$ cat src/rtl/breakout_game_ctrl.sv
// Game-control FSM for the breakout design: it sequences the new-game, play, new-ball and game-over phases.
// It also keeps the reserve-ball count, BCD score, high score, brick count, level and the frame timers.
module breakout_game_ctrl #(
    parameter int LIVES        = 3,
    parameter int BALL_W       = 2,
    parameter int DIGITS       = 4,
    parameter int POINTS       = 1,
    parameter int BRICKS       = 32,
    parameter int BRICK_W      = 6,
    parameter int DELAY_FRAMES = 60,
    parameter int OVER_FRAMES  = 180,
    parameter int TIMER_W      = 8
) (
    input  logic                  clk,
    input  logic                  rstn,
    input  logic                  tick,
    input  logic                  start,
    input  logic                  hit,
    input  logic                  miss,
    output logic [1:0]            state,
    output logic                  gra_still,
    output logic [BALL_W-1:0]     balls_left,
    output logic [BRICK_W-1:0]    bricks_left,
    output logic [4*DIGITS-1:0]   score,
    output logic [4*DIGITS-1:0]   hi_score,
    output logic [3:0]            level,
    output logic                  brick_reload
);

    typedef enum logic [1:0] {
        NEWGAME = 2'd0,
        PLAY    = 2'd1,
        NEWBALL = 2'd2,
        OVER    = 2'd3
    } game_state_t;

    localparam logic [BALL_W-1:0]  BALLS_INIT  = BALL_W'(LIVES - 1);
    localparam logic [BRICK_W-1:0] BRICKS_INIT = BRICK_W'(BRICKS);
    localparam logic [TIMER_W-1:0] DELAY_INIT  = TIMER_W'(DELAY_FRAMES);
    localparam logic [TIMER_W-1:0] OVER_INIT   = TIMER_W'(OVER_FRAMES);

    game_state_t                state_q, state_d;
    logic [BALL_W-1:0]          balls_q, balls_d;
    logic [BRICK_W-1:0]         bricks_q, bricks_d;
    logic [4*DIGITS-1:0]        score_q, score_d, score_inc, score_hit;
    logic [4*DIGITS-1:0]        hi_q, hi_d;
    logic [3:0]                 level_q, level_d;
    logic [TIMER_W-1:0]         timer_q, timer_d;
    logic                       reload_q, reload_d;
    logic                       still_q;

    // Add POINTS with a per-digit decimal carry; a carry out of the top digit pins the score at all nines.
    function automatic logic [4*DIGITS-1:0] bcd_add(input logic [4*DIGITS-1:0] a);
        logic [4*DIGITS-1:0] r;
        logic [4:0]          sum;
        logic [4:0]          carry;
        r     = '0;
        carry = 5'(POINTS);
        for (int i = 0; i < DIGITS; i++) begin
            sum = {1'b0, a[4*i +: 4]} + carry;
            if (sum > 5'd9) begin
                r[4*i +: 4] = 4'(sum - 5'd10);
                carry       = 5'd1;
            end else begin
                r[4*i +: 4] = sum[3:0];
                carry       = 5'd0;
            end
        end
        if (carry != 5'd0) begin
            for (int i = 0; i < DIGITS; i++) r[4*i +: 4] = 4'd9;
        end
        return r;
    endfunction

    assign score_inc = bcd_add(score_q);
    assign score_hit = hit ? score_inc : score_q;

    always_ff @(posedge clk or negedge rstn) begin
        if (!rstn) begin
            state_q  <= NEWGAME;
            balls_q  <= BALLS_INIT;
            bricks_q <= BRICKS_INIT;
            score_q  <= '0;
            hi_q     <= '0;
            level_q  <= 4'd1;
            timer_q  <= '0;
            reload_q <= 1'b0;
            still_q  <= 1'b1;
        end else begin
            state_q  <= state_d;
            balls_q  <= balls_d;
            bricks_q <= bricks_d;
            score_q  <= score_d;
            hi_q     <= hi_d;
            level_q  <= level_d;
            timer_q  <= timer_d;
            reload_q <= reload_d;
            still_q  <= (state_d != PLAY);
        end
    end

    always_comb begin
        state_d  = state_q;
        balls_d  = balls_q;
        bricks_d = bricks_q;
        score_d  = score_q;
        hi_d     = hi_q;
        level_d  = level_q;
        timer_d  = timer_q;
        reload_d = 1'b0;
        case (state_q)
            NEWGAME: begin
                if (start) begin
                    state_d  = PLAY;
                    score_d  = '0;
                    balls_d  = BALLS_INIT;
                    bricks_d = BRICKS_INIT;
                    level_d  = 4'd1;
                    reload_d = 1'b1;
                end
            end
            PLAY: begin
                score_d = score_hit;
                // A hit that clears the level wins over a simultaneous miss.
                if (hit && bricks_q == BRICK_W'(1)) begin
                    state_d  = NEWBALL;
                    timer_d  = DELAY_INIT;
                    bricks_d = BRICKS_INIT;
                    level_d  = (level_q == 4'd15) ? level_q : level_q + 4'd1;
                    reload_d = 1'b1;
                end else begin
                    if (hit) bricks_d = bricks_q - BRICK_W'(1);
                    if (miss) begin
                        if (balls_q == '0) begin
                            state_d = OVER;
                            timer_d = OVER_INIT;
                            if (score_hit > hi_q) hi_d = score_hit;
                        end else begin
                            state_d = NEWBALL;
                            timer_d = DELAY_INIT;
                            balls_d = balls_q - BALL_W'(1);
                        end
                    end
                end
            end
            NEWBALL: begin
                if (start && timer_q == '0) begin
                    state_d = PLAY;
                end else if (tick && timer_q != '0) begin
                    timer_d = timer_q - TIMER_W'(1);
                end
            end
            OVER: begin
                if (timer_q == '0) begin
                    state_d = NEWGAME;
                end else if (tick) begin
                    timer_d = timer_q - TIMER_W'(1);
                end
            end
            default: state_d = NEWGAME;
        endcase
    end

    assign state        = state_q;
    assign gra_still    = still_q;
    assign balls_left   = balls_q;
    assign bricks_left  = bricks_q;
    assign score        = score_q;
    assign hi_score     = hi_q;
    assign level        = level_q;
    assign brick_reload = reload_q;

endmodule

$ cat config.mk
export PLATFORM = sky130hd
export DESIGN_NAME = breakout_game_ctrl
export DESIGN_NICKNAME = d
export VERILOG_FILES = /design/src/rtl/breakout_game_ctrl.sv
export SDC_FILE = /design/constraint.sdc
export NUM_CORES = 1
export LEC_CHECK = 0
export CORE_UTILIZATION = 45
export DETAILED_ROUTE_END_ITERATION = 10
export HOLD_SLACK_MARGIN = 0.15
export PLACE_DENSITY = 0.77
export RECOVER_POWER = 25
export SYNTH_ARGS = -nofsm -noshare
export SYNTH_HDL_FRONTEND = slang
export SYNTH_SLANG_ARGS = --single-unit
$ cat constraint.sdc
create_clock -name clk -period 8.8 [get_ports clk]
set_input_delay 0.88 -clock clk [delete_from_list [all_inputs] [get_ports clk]]
set_output_delay 0.88 -clock clk [all_outputs]
set_load 0.005 [all_outputs]
# Word-level counts from Yosys, hierarchy flattened
# Index checks and enable logic that the tools add are counted.
# W data, S select, Z words.
# op_classes
add_sub_neg	12
order_cmp	5
eq_ne	18
n_mux	43
bitwise	1
n_reduce_logical	16
# ops
operator	n
$mux W8	7
$mux W16	3
$pmux W16 S2	1
$mux W4	7
$pmux W8 S3	1
$gt A5 B4 Y1 const B	4
$ne A2 B2 Y1 const B	10
$mux W2	9
$mux W6	3
$gt A16 B16 Y1	1
$sub A4 B4 Y4 const B	4
$add A4 B1 Y5	3
$pmux W6 S2	1
$reduce_and A5 Y1	2
$logic_not A8 Y1	1
$pmux W2 S4	1
$pmux W4 S2	1
$reduce_bool A8 Y1	1
$sub A8 B1 Y8 const B	1
$mux W1	7
$eq A6 B1 Y1 const B	1
$ne A3 B3 Y1 const B	2
$reduce_and A6 Y1	1
$sub A6 B1 Y6 const B	1
18 further kinds	22
# totals
regBits	56
input_bits	6
out_inout_bits	48

# Logic depth before layout (Yosys ltp)
# depth
ltp_word	17
depth_mapped	35

# Worst setup path before layout
# No wires, ideal clock.
# synth_path
path_type	reg-to-reg
from	reg score_q[0] (netlist: score[0])
to	reg hi_q[10] (netlist: hi_score[10])
setup_time_ns	0.125
arrival_time_ns	7.515
required_time_ns	8.675
slack_ns	1.160
path_stages_with_launch	32
synth_period_minus_slack_ns	7.640
path_cell_list	dfrtp_1 > ha_1 > xnor2_1 > ha_1 > nand2b_1 > a32o_1 > o21ai_1 > nand2_1 > ha_1 > ha_1 > nand2b_1 > a311oi_2 > ha_1 > ha_1 > nand2b_1 > nor2_1 > a311oi_2 > ha_1 > ha_1 > and4b_1 > a211oi_1 > nor2_1 > a22o_1 > ha_1 > nand4_1 > nor4_1 > nor4_4 > o31ai_1 > and2_1 > buf_6 > buf_8 > mux2_4
# synth_between
elab_chain_cells	17
elab_cells_between_ends	25
# synth_lines
item	line_no	rtl
start: declaration	45	logic [4*DIGITS-1:0] score_q, score_d, score_inc, score_hit;
start signal: assignment	93	score_q <= score_d;
$add A4 B1 Y5 *	60	sum = {1'b0, a[4*i +: 4]} + carry;
$gt A5 B4 Y1 *	61	if (sum > 5'd9) begin
$mux W1 *	61	
$add A4 B1 Y5 *	60	
$gt A5 B4 Y1 *	61	
$mux W1 *	61	
$add A4 B1 Y5 *	60	
$gt A5 B4 Y1	61	
(+2 left out)	-	
$gt A5 B4 Y1	61	
$mux W1	61	
$reduce_bool A5 Y1	69	if (carry != 5'd0) begin
$mux W16 *	69	
$mux W16 *	76	assign score_hit = hit ? score_inc : score_q;
named net score_hit[10]	45	
$gt A16 B16 Y1	137	if (score_hit > hi_q) hi_d = score_hit;
$reduce_and A5 Y1 (no line)	-	
end signal: assignment	94	hi_q <= hi_d;
end: declaration	46	logic [4*DIGITS-1:0] hi_q, hi_d;
# Mark *: on every way through the listed nets, which the timed path passes. The rest lies on a longest branch.
# A chain may end at the register's enable or synchronous reset.

# Worst setup path after layout
# layout_path
from	reg score_q[0] (netlist: score[0])
to	reg hi_q[15] (netlist: hi_score[15])
# layout_between
elab_chain_cells	17
elab_cells_between_ends	25
# layout_lines
item	line_no
$add A4 B1 Y5 *	60
$gt A5 B4 Y1 *	61
$mux W1 *	61
$add A4 B1 Y5 *	60
$gt A5 B4 Y1	61
$mux W1	61
$add A4 B1 Y5	60
$gt A5 B4 Y1	61
(+2 left out)	-
$gt A5 B4 Y1	61
$mux W1	61
$reduce_bool A5 Y1	69
$mux W16 *	69
$mux W16 *	76
named net score_hit[6]	45
$gt A16 B16 Y1 *	137
$reduce_and A5 Y1 (no line) *	-
# Marks and branches as above.

==> flow_summary.yaml <==
floorplanning:
  core.rowCount: 33
  core-area_mm2: 0.008175
  io-pin-count: 54
  dieArea_mm2: 0.008790
  initial_core_util_pct: 46.34
  die_w_um: 93.76
  die_h_um: 93.76
grt:
  grt_pass1_wl_um: 14720
  grt.total_usage_pct: 21.28
  overflow: 0
  grt_antenna_before_repair: 0
  grt_pass1_vias: 3047
  grt_start_max_net_pins: 57
cts:
  root_buffer: "clkbuf_8"
  clk_pin_slew_ns: 0.10
  htree_levels: 2
  numCtsBuffers: 5
  insertion_delay_ns: 0.31
  cts_num_sinks: 56
  cts_buffer_depth: 2
  tritoncts: "done"
  cts_hold_buf: 0
job:
  maxCapViolations: 1
yosys:
  syn_nets: 448
  synth_adder_area_share_pct: 11.23
  async_reset_ff_share_pct: 100.0
  synth_top_family_by_area: "compound AO/OA/AOI/OAI gates"
  synth.area.mux_share_pct: 5.350
  synth.ff_latch_count: 56
  yosys.area.top_type: "dfrtp_1"
  synth_xor_area_share_pct: 3.236
  synth_compound_area_share_pct: 20.28
  syn_inst: 408
  synth-seq-area-share_pct: 37.12
  netlist_top_cells_count: "dfrtp_1 (52), inv_1 (35), ha_1 (34), a21oi_1 (33), nand2_1 (33)"
  syn_area_mm2: 0.003789
  netlist.area_leader.share_pct: 34.35
  synth_edf_count: 0
  synth_cell_types: 58
  yosys_warnings: 0
  avgSynthCellArea_um2: 9.286
  yosys.area_share.simple_pct: 17.04
  synthTopCellsByArea: "dfrtp_1 (34%), ha_1 (11%), a21oi_1 (4.4%), a22o_1 (3.9%), inv_1 (3.5%)"
  post-synth-top-count-cell: "dfrtp_1"
  yosys_most_used_dff: "dfrtp_1"
critical_path:
  cpPeakStageDelay_ns: 0.47
  path_depth: 31
  r2r-end: "hi_score[15]$_DFFE_PN0P_"
  criticalPathCategory: "register to register"
  end_kind: "register"
  crit_path_top_delay_cell: "dfrtp_1"
  cp_max_fo: 8
  worstSetupEndpoint: "hi_score[15]$_DFFE_PN0P_"
  r2r_cells: 31
  r2r_start: "score[0]$_DFFE_PN0P_"
  setup.worst_path.start_class: "register"
  critPathTopFamily: "compound AO/OA/AOI/OAI gates"
  crit_required_ns: 9.00
  crit_start: "score[0]$_DFFE_PN0P_"
  path_common_cell: "ha_1"
  arrival_ns: 8.39
  critical_path_buf_inv_count: 2
  ff2ff_setup_slack_ns: 0.61
timing:
  fmax_ghz: 0.1222
  finalHoldViolCount: 0
  rsz0062_at_grt: "no"
  setup_violations: 0
  fin_crit_ns: 8.187
  setup_slack_ns: 0.6135
  setup_tns_ns: 0
  min_period_over_period_pct: 93.03
  tightest_slew_ns: 2.936
  fin_skew_ns: 0.006167
  report.final.slew_viol_count: 57
  relSlewSlack_pct: -95.76
place:
  port_buffers: 53
  dp_slack_ns: 0.4507
  gp_congestion: 0.9240
  dp_hpwl_um: 6656
  place_area_mm2: 0.004419
route:
  dr_total_vias: 3292
  ant_nets: 0
  wl_um: 8814
  viasPerCell: 5.806
  drc: 0
  dr.pass1.iters: 5
  drt-initial-drc-count: 211
  wl_per_cell_um: 15.54
power:
  p_leak_nw: 1.963
  power_density_mw_per_mm2: 161.1
  peakVddDrop_uv: 113.3
final_layout:
  drive_above_1_share_pct: 8.874
  nets: 501
  diodes: 0
  final_cell_area_mm2: 0.004541
  synthToLayoutAreaGrowth_pct: 19.85
min_path:
  holdPathStages: 2
  holdCritPathClass: "register to register"
run_status:
  status: "finished with violations"
  violations: "max-capacitance violations, max-slew violations"
[cells by family (layout without fill, tap and decap cells)]
logic type / Yosys count / after routing
buffers and inverters: 50 / 104
xor gates and xnor gates: 14 / 14
muxes: 17 / 17
DFF: 56 / 56
and+or+nand+nor: 127 / 127
adders and majority gates: 34 / 34
AOI/OAI and AO/OA: 110 / 110
[timing repair]
item / in CTS / in global routing
endpoints found under the setup margin: 0 / 16
resized for setup: 0 / 5
buffers inserted: 0 / 0
[cell usage in the layout, fill, tap and decap left out, types with 2 or more instances in the layout]
master	n
o2111ai_1	2
o211ai_1	2
clkdlybuf4s50_1	52
nor2b_1	4
and3_1	2
nand2_1	33
nor3_1	6
inv_1	35
o31ai_1	7
a211oi_1	2
ha_1	34
mux2_4	5
nand4_1	6
a32o_1	2
nor4_1	3
o32ai_1	2
nand2b_1	10
mux2_2	6
mux2i_1	6
dfrtp_1	52
nor2_1	31
a31oi_1	4
and2_1	3
a21o_1	3
a22o_1	17
o21ai_0	15
a22oi_1	2
dfstp_2	4
clkbuf_1	3
nand3_1	19
xnor2_1	11
xor2_1	3
clkbuf_8	6
buf_4	7
a21boi_0	2
or3_1	2
a21oi_1	33
[tightest hold or removal path, cell delays in order, from the launching register on]
cell     delay, ns
dfstp_2       0.40
inv_1         0.07
a21oi_1       0.06
[sequential cells by signal, indices dropped and copies added, names as in the netlist]
name and flops:
timer_q 8, hi_score 16, balls_left 2, brick_reload 1, level 4, score 16
state 2, bricks_left 6, gra_still 1
[power breakdown]
group / leakage (nW) / internal (W) / switching (W)
Combinational: 1.20 / 0.000118 / 0.000109
Clock: 0.0455 / 0.0000645 / 0.0000803
Sequential: 0.721 / 0.000304 / 0.0000558
[layer usage]
layer  global-route usage (%)  vias to the layer above  share of wire (%)
met3                    3.236                       16                4.7
met2                    34.85                       97                 48
met1                    29.40                     1592                 45
li1                         -                     1587                  -
met4                    5.128                        0                2.0
met5                        0                        -                  0
[final cells by class]
cell class	count	area, um2
sequential	56	1406
clock buffer	8	90.09
multi-input combinational	302	2200
inverter	35	131.4
fill	732	3635
timing repair buffer	61	581.8
tap	105	131.4
[per-stage QoR]
| stage | total power [W] | util [%] | hold WS, ns | std cells |
|---|---|---|---|---|
| 2_1_floorplan | 0.0004907 | - | 0.4892 | 408 |
| 3_3_place_gp | 0.0005816 | 54.06 | 0.5018 | 559 |
| 3_5_place_dp | 0.0005904 | 54.06 | 0.5118 | 559 |
| 4_1_cts | 0.0007366 | 55.16 | 0.5270 | 567 |
| 5_1_grt | 0.0007873 | 55.54 | 0.5548 | 567 |
| 6_report | 0.0007315 | 55.54 | 0.5273 | 567 |
[worst min-delay path by stage]
| stage | from | to | slack, ns |
|---|---|---|---|
| after global placement | level[0]$_DFFE_PN1P_ | level[0]$_DFFE_PN1P_ | 0.50 |
| after floorplan | level[0]$_DFFE_PN1P_ | level[0]$_DFFE_PN1P_ | 0.49 |
| after detailed placement | level[0]$_DFFE_PN1P_ | level[0]$_DFFE_PN1P_ | 0.51 |
| final | level[0]$_DFFE_PN1P_ | level[0]$_DFFE_PN1P_ | 0.53 |
| after global routing | level[0]$_DFFE_PN1P_ | level[0]$_DFFE_PN1P_ | 0.55 |
| after CTS | level[0]$_DFFE_PN1P_ | level[0]$_DFFE_PN1P_ | 0.53 |
(Power assumes the default switching activity.)
